`src/rtl/tdm_demux7.sv`:
```
// tdm_demux7: receive side of a 7-slot TDM link.
// This block aligns to the frame-start marker, steers each valid serial sample
// into a slot shadow register, and presents each complete frame in parallel.
module tdm_demux7 #(
  parameter int DW   = 1,
  parameter int CNTW = 8
) (
  input  logic            clk,
  input  logic            rst_n,
  input  logic [DW-1:0]   din,
  input  logic            din_valid,
  input  logic            sync,
  output logic [DW-1:0]   o0,
  output logic [DW-1:0]   o1,
  output logic [DW-1:0]   o2,
  output logic [DW-1:0]   o3,
  output logic [DW-1:0]   o4,
  output logic [DW-1:0]   o5,
  output logic [DW-1:0]   o6,
  output logic            frame_valid,
  output logic [2:0]      sel,
  output logic            locked,
  output logic            sync_err,
  output logic [CNTW-1:0] frame_cnt
);

  typedef enum logic {HUNT, RUN} state_t;

  state_t          state_reg, state_next;
  logic [2:0]      sel_reg, sel_next;
  logic            wr_en;
  logic [2:0]      wr_idx;
  logic            complete;
  logic            err;
  logic            fv_reg;
  logic            err_reg;
  logic [CNTW-1:0] cnt_reg;

  // Slot 6 never needs a shadow: it is copied straight from din on completion.
  logic [DW-1:0]   sh_reg [6];
  logic [DW-1:0]   o_reg  [7];

  // Framing FSM: decide where the current beat goes and whether it completes
  // a frame or violates alignment. A stalled beat changes nothing.
  always_comb begin
    state_next = state_reg;
    sel_next   = sel_reg;
    wr_en      = 1'b0;
    wr_idx     = 3'd0;
    complete   = 1'b0;
    err        = 1'b0;
    if (din_valid) begin
      case (state_reg)
        HUNT: begin
          if (sync) begin
            wr_en      = 1'b1;
            sel_next   = 3'd1;
            state_next = RUN;
          end
        end
        RUN: begin
          if (sync) begin
            // Early sync abandons the partial frame and restarts at slot 0.
            err      = (sel_reg != 3'd0);
            wr_en    = 1'b1;
            sel_next = 3'd1;
          end else if (sel_reg == 3'd0) begin
            err        = 1'b1;
            state_next = HUNT;
            sel_next   = 3'd0;
          end else if (sel_reg == 3'd6) begin
            complete = 1'b1;
            sel_next = 3'd0;
          end else begin
            wr_en    = 1'b1;
            wr_idx   = sel_reg;
            sel_next = sel_reg + 3'd1;
          end
        end
      endcase
    end
  end

  // Control registers: state, slot pointer, strobes and the frame counter.
  always_ff @(posedge clk or negedge rst_n) begin
    if (!rst_n) begin
      state_reg <= HUNT;
      sel_reg   <= 3'd0;
      fv_reg    <= 1'b0;
      err_reg   <= 1'b0;
      cnt_reg   <= '0;
    end else begin
      state_reg <= state_next;
      sel_reg   <= sel_next;
      fv_reg    <= complete;
      err_reg   <= err;
      if (complete) begin
        cnt_reg <= cnt_reg + 1'b1;
      end
    end
  end

  genvar gi;
  generate
    for (gi = 0; gi < 6; gi++) begin : g_shadow
      // Shadow slot register: captures its slot's sample while a frame builds.
      always_ff @(posedge clk or negedge rst_n) begin
        if (!rst_n) begin
          sh_reg[gi] <= '0;
        end else if (wr_en && (wr_idx == 3'(gi))) begin
          sh_reg[gi] <= din;
        end
      end
    end

    for (gi = 0; gi < 7; gi++) begin : g_out
      // Parallel output register: loads only when a frame completes.
      always_ff @(posedge clk or negedge rst_n) begin
        if (!rst_n) begin
          o_reg[gi] <= '0;
        end else if (complete) begin
          if (gi == 6) begin
            o_reg[gi] <= din;
          end else begin
            o_reg[gi] <= sh_reg[(gi < 6) ? gi : 0];
          end
        end
      end
    end
  endgenerate

  assign o0          = o_reg[0];
  assign o1          = o_reg[1];
  assign o2          = o_reg[2];
  assign o3          = o_reg[3];
  assign o4          = o_reg[4];
  assign o5          = o_reg[5];
  assign o6          = o_reg[6];
  assign frame_valid = fv_reg;
  assign sync_err    = err_reg;
  assign sel         = sel_reg;
  assign locked      = (state_reg == RUN);
  assign frame_cnt   = cnt_reg;

endmodule

```
`config.mk`:
```
export PLATFORM = sky130hd
export DESIGN_NAME = tdm_demux7
export DESIGN_NICKNAME = d
export VERILOG_FILES = /design/src/rtl/tdm_demux7.sv
export SDC_FILE = /design/constraint.sdc
export NUM_CORES = 1
export LEC_CHECK = 0
export CORE_MARGIN = 2
export CORE_UTILIZATION = 45
export CTS_BUF_LIST = sky130_fd_sc_hd__clkbuf_4 sky130_fd_sc_hd__clkbuf_8
export DETAILED_ROUTE_END_ITERATION = 6
export MAX_ROUTING_LAYER = met4
export PLACE_DENSITY = 0.82
export SETUP_SLACK_MARGIN = 0.15
export SYNTH_ARGS = -nofsm -noshare
export SYNTH_HDL_FRONTEND = slang
export SYNTH_SLANG_ARGS = --single-unit
export TNS_END_PERCENT = 10
```
`constraint.sdc`:
```
create_clock -name clk -period 1.85 [get_ports clk]
set_clock_uncertainty 0.2 [all_clocks]
set_input_delay 0.2775 -clock clk [delete_from_list [all_inputs] [get_ports clk]]
set_output_delay 0.2775 -clock clk [all_outputs]
set_load 0.01 [all_outputs]
```
Word level (Yosys, flattened, before mapping)
Index checks and enable logic that the tools add are counted.
{ "totals": {"out_inout_bits": 21, "register_bits": 27, "input_bits": 5} }
{ "classes": {"n_reduce_logical": 10, "muxes": 28, "n_bitwise": 1, "n_addsub": 2, "n_eq_ne": 7} }
{ "op_table": {"columns": ["operator", "n"], "rows": [
  ["two-way mux 3 bit", 9],
  ["two-way mux 1 bit", 16],
  ["== test 3 bit, second input constant", 3],
  ["adder 8 x 1 -> 8 bit, second input constant", 1],
  ["== test 3 x 2 -> 1 bit, second input constant", 2],
  ["logical AND 1 bit", 6],
  ["zero test 3 bit", 2],
  ["case mux 3 bit (2 select lines)", 1],
  ["case mux 1 bit (2 select lines)", 2],
  ["adder 3 x 1 -> 3 bit, second input constant", 1],
  ["== test 3 x 1 -> 1 bit, second input constant", 1],
  ["nonzero test 3 bit", 1],
  ["inequality test 2 bit, second input constant", 1],
  ["AND reduction 2 bit", 1],
  ["inverter 1 bit", 1]
]} }

Depth between registers and ports, before layout
{ "logic_depth": {"word_depth": 8, "depth_mapped": 5} }

Worst setup path before layout
No wires, ideal clock.
{ "synth_timing": {"path_kind": "register -> register", "from": "register state_reg (netlist: locked)", "to": "register cnt_reg[1] (netlist: frame_cnt[1])", "period_less_slack_ns": 1.725, "n_path_buf": 2, "path_stages_with_launch": 6, "arrival_time_ns": 1.400, "slack_ns": 0.125, "cell_sequence": "dfrtp_1 > buf_4 > nand3b_4 > nor4bb_4 > buf_6 > mux2_4"} }
{ "synth_via": {"elab_chain_cells": 2} }
{ "synth_lines": {"columns": ["element", "line", "source"], "rows": [
  ["start: declaration", "29", "state_t state_reg, state_next;"],
  ["start signal: assignment", "93", "state_reg <= state_next;"],
  ["two-way mux 1 bit", "53", "case (state_reg)"],
  ["two-way mux 1 bit", "52", "if (din_valid) begin"],
  ["net complete", "33", "logic complete;"],
  ["end signal: assignment", "98", "cnt_reg <= cnt_reg + 1'b1;"],
  ["end: declaration", "37", "logic [CNTW-1:0] cnt_reg;"]
]} }
The timed path passes the listed nets, and every way through them passes these cells.
A chain may end at the register's enable or synchronous reset.

Worst setup path after layout
{ "layout_timing": {"from": "register state_reg (netlist: locked)", "to": "register cnt_reg[1] (netlist: frame_cnt[1])"} }
{ "layout_via": {"elab_chain_cells": 2} }
{ "layout_lines": {"columns": ["element", "line"], "rows": [
  ["two-way mux 1 bit", "53"],
  ["two-way mux 1 bit", "52"]
]} }
Every way passes these cells.

==> key figures <==
Run status
  • Status: finished clean

Placement
  • Cell Area, Placed: 0.00161 sq mm
  • Dpl hpwl: around 1700 um
  • GP Congestion: 0.740
  • Port-buffer cells: 25

Worst setup path
  • Crit path DAT: around 1800 ps
  • CP Capture Type: flop
  • Reg-to-Reg Start: locked
  • Required time worst endpoint: ~1900 ps
  • Worst R2R Setup Slack: 140 ps
  • CP max FO: 10
  • Largest stage delay, worst path: just under 400 ps
  • Crit path kind: reg -> reg
  • Crit-path slowest cell: dfrtp_1
  • Worst R2R End: frame_cnt[1]
  • Reg2reg path depth: 5
  • Setup crit start kind: flop
  • CP Buf/Inv Count: 2
  • Worst-path cell chain: buf_6 > nand3b_4 > nor4bb_4 > buf_12 > mux2_4
  • Levels on crit path: 5
  • Crit path max-delay family: simple AND/OR/NAND/NOR gates

Die
  • Die area: 0.00328 sq mm
  • Core area: 0.00273 sq mm
  • Die Span Y: 57.3 um
  • FP Rows: 19
  • Io pins: 26
  • Die Span X: about 57 um
  • Starting Density: 0.467

CTS
  • CTS tree: built
  • Hold bufs inserted after CTS: 0
  • H-tree lvl count: 1
  • Clk_lat worst skew: 340 ps
  • Clock buffer depth: 2
  • Num CTS Buffers: 3
  • Clk pin slew, worst setup/hold paths: 150 ps
  • Root Buffer: clkbuf_4
  • # clock sinks: 27

Global route
  • Overall routing resource usage: 0.169
  • Initial antenna violation count: 0
  • First-pass GRT wire length: around 4100 um
  • Pin count of the biggest net entering global routing: 28
  • Total grt overflow: 0
  • Number of global-route vias before repair: approximately 840

Pwr
  • Leak Pwr: 0.869 nW
  • Peak supply drop: 0.000828 V
  • Power per cell area: around 980 mW/mm^2

Cells and area
  • Max reg flops: 8
  • Fin util: 0.604
  • Layout Nets: 140
  • Fraction of layout cells with a size suffix above 1: 0.295
  • Commonest non-fill, non-tap cells in the layout: 24 x dfrtp_1, 21 x dlygate4sd2_1, 10 x buf_4
  • Area grow syn2layout: 29.4%
  • FILL cells: 236
  • # diodes: 0
  • Most common cell after layout, fill and taps aside: dfrtp_1
  • Post-route cell area: approximately 0.0017 sq mm

Route
  • DRC violations left: 0
  • DR vias/cell: around 5.2
  • Routed length per placed instance: about 15 um
  • Initial drt markers: 22
  • Antenna viol nets, final: 0
  • Drt pass-1 iters: 4
  • WL final: about 2400 um
  • Via count: approximately 850

STA
  • RSZ-0062 raised after global routing: true
  • Crit share post-route: 0.926
  • Peak Freq: about 0.58 GHz
  • Worst-margin pin slew: approximately 370 ps
  • Final hold vios: 0
  • Finish-stage setup viols: 0
  • Tmin final: about 1700 ps
  • Slew headroom: 0.752
  • Slew Viols, Final: 0

Yosys
  • Async S/R FF share, synth: 1.00
  • FF+latch count, synth: 27
  • Post-synth EDFFs: 0
  • Post-Syn Area: roughly 0.0013 sq mm
  • Syn Inst Count: 96
  • Synth unique cells: 31
  • Share of the yosys chip area belonging to registers: 0.529
  • Post-synth net total: between 100 and 150
  • Synth Flop Type: dfrtp_1
  • Synth warn: 0
  • Syn_area_per_cell: 13.3 sq um

Job
  • Max Cap Viol: 0

Min path
  • Worst hold path class: in -> async
[worst max path at each step]
stage | startpoint | end
6_report | locked | frame_cnt[1]
5_1_grt | locked | frame_cnt[1]
4_1_cts | locked | frame_cnt[1]
3_5_place_dp | din_valid | o5
3_3_place_gp | din_valid | o1
2_1_floorplan | locked | frame_cnt[1]
[synthesized netlist by cell type (2+ instances only)]
| library cell | n | area (sq um) |
|---|---|---|
| buf_6 | 2 | 22.5 |
| dfrtp_1 | 27 | 676 |
| nor2_1 | 3 | 11.3 |
| nor3_1 | 6 | 30.0 |
| buf_2 | 3 | 15.0 |
| mux2_2 | 6 | 67.6 |
| o21ai_0 | 2 | 10.0 |
| nand2b_1 | 2 | 12.5 |
| mux2_4 | 8 | 120 |
| a21o_1 | 2 | 15.0 |
| nand2_1 | 5 | 18.8 |
| xor2_1 | 5 | 43.8 |
| nor3b_1 | 2 | 15.0 |
| inv_1 | 3 | 11.3 |
| ha_1 | 2 | 25.0 |
| xnor2_1 | 3 | 26.3 |
[stage by stage]
step                      hold slack [ps]  total power [W]  setup WS (ps)  setup TNS [ps]  std cells
after floorplan                      -218          0.00112            142               0         96
after global placement                257          0.00131           -192           -2540        156
after detailed placement              266          0.00133           -236           -3230        156
after CTS                            90.1          0.00164            128               0        163
after global routing                 98.6          0.00172           46.4               0        163
final                                95.0          0.00161            137               0        163
[power by group]
part           internal [W]  switching (W)  total, W
logic              0.000304       0.000252  0.000556
registers          0.000707      0.0000786  0.000785
clock network     0.0000883       0.000184  0.000273
[area by class of cell]
cell class	instances	area (sq um)	area share
flip-flops and latches	27	679	0.411
multi-input cells	60	549	0.333
repair buffers	38	342	0.207
well taps	31	38.8	0.0235
clock buffers	3	22.5	0.0136
inverters	3	11.3	0.00682
clock inverters	1	8.76	0.00530
[logic make-up (layout without fill, tap and decap cells)]
kind of cell / Yosys count / in the layout / synth area share
adders and majority gates: 2 / 2 / 0.0196
DFF: 27 / 27 / 0.529
xor gates and xnor gates: 8 / 8 / 0.0549
muxes: 14 / 14 / 0.147
and+or+nand+nor: 27 / 27 / 0.157
buffers and inverters: 9 / 45 / 0.0441
AOI/OAI and AO/OA: 9 / 9 / 0.0480
[metal layers]
metal  GRT usage  vias up  share of wire
li1            -      404              -
met1       0.233      423           0.47
met2       0.248       22           0.47
met3      0.0340        4          0.039
met4      0.0598        0          0.012
met5           -        -              0
[worst reg2reg max path, delay by kind of cell (launching register included)]
family | cells | cell delay (ps)
simple gates | 2 | 420
flops | 1 | 390
mux | 1 | 300
buf+inv | 2 | 290
[timing repair]
action                                 4_1_cts  5_1_grt
resized for setup                           27        0
endpoints found under the hold margin        0        0
setup endpoints to repair                   31       14
buffers inserted                             3        0
No activity file was read; power rests on OpenSTA's default activity.
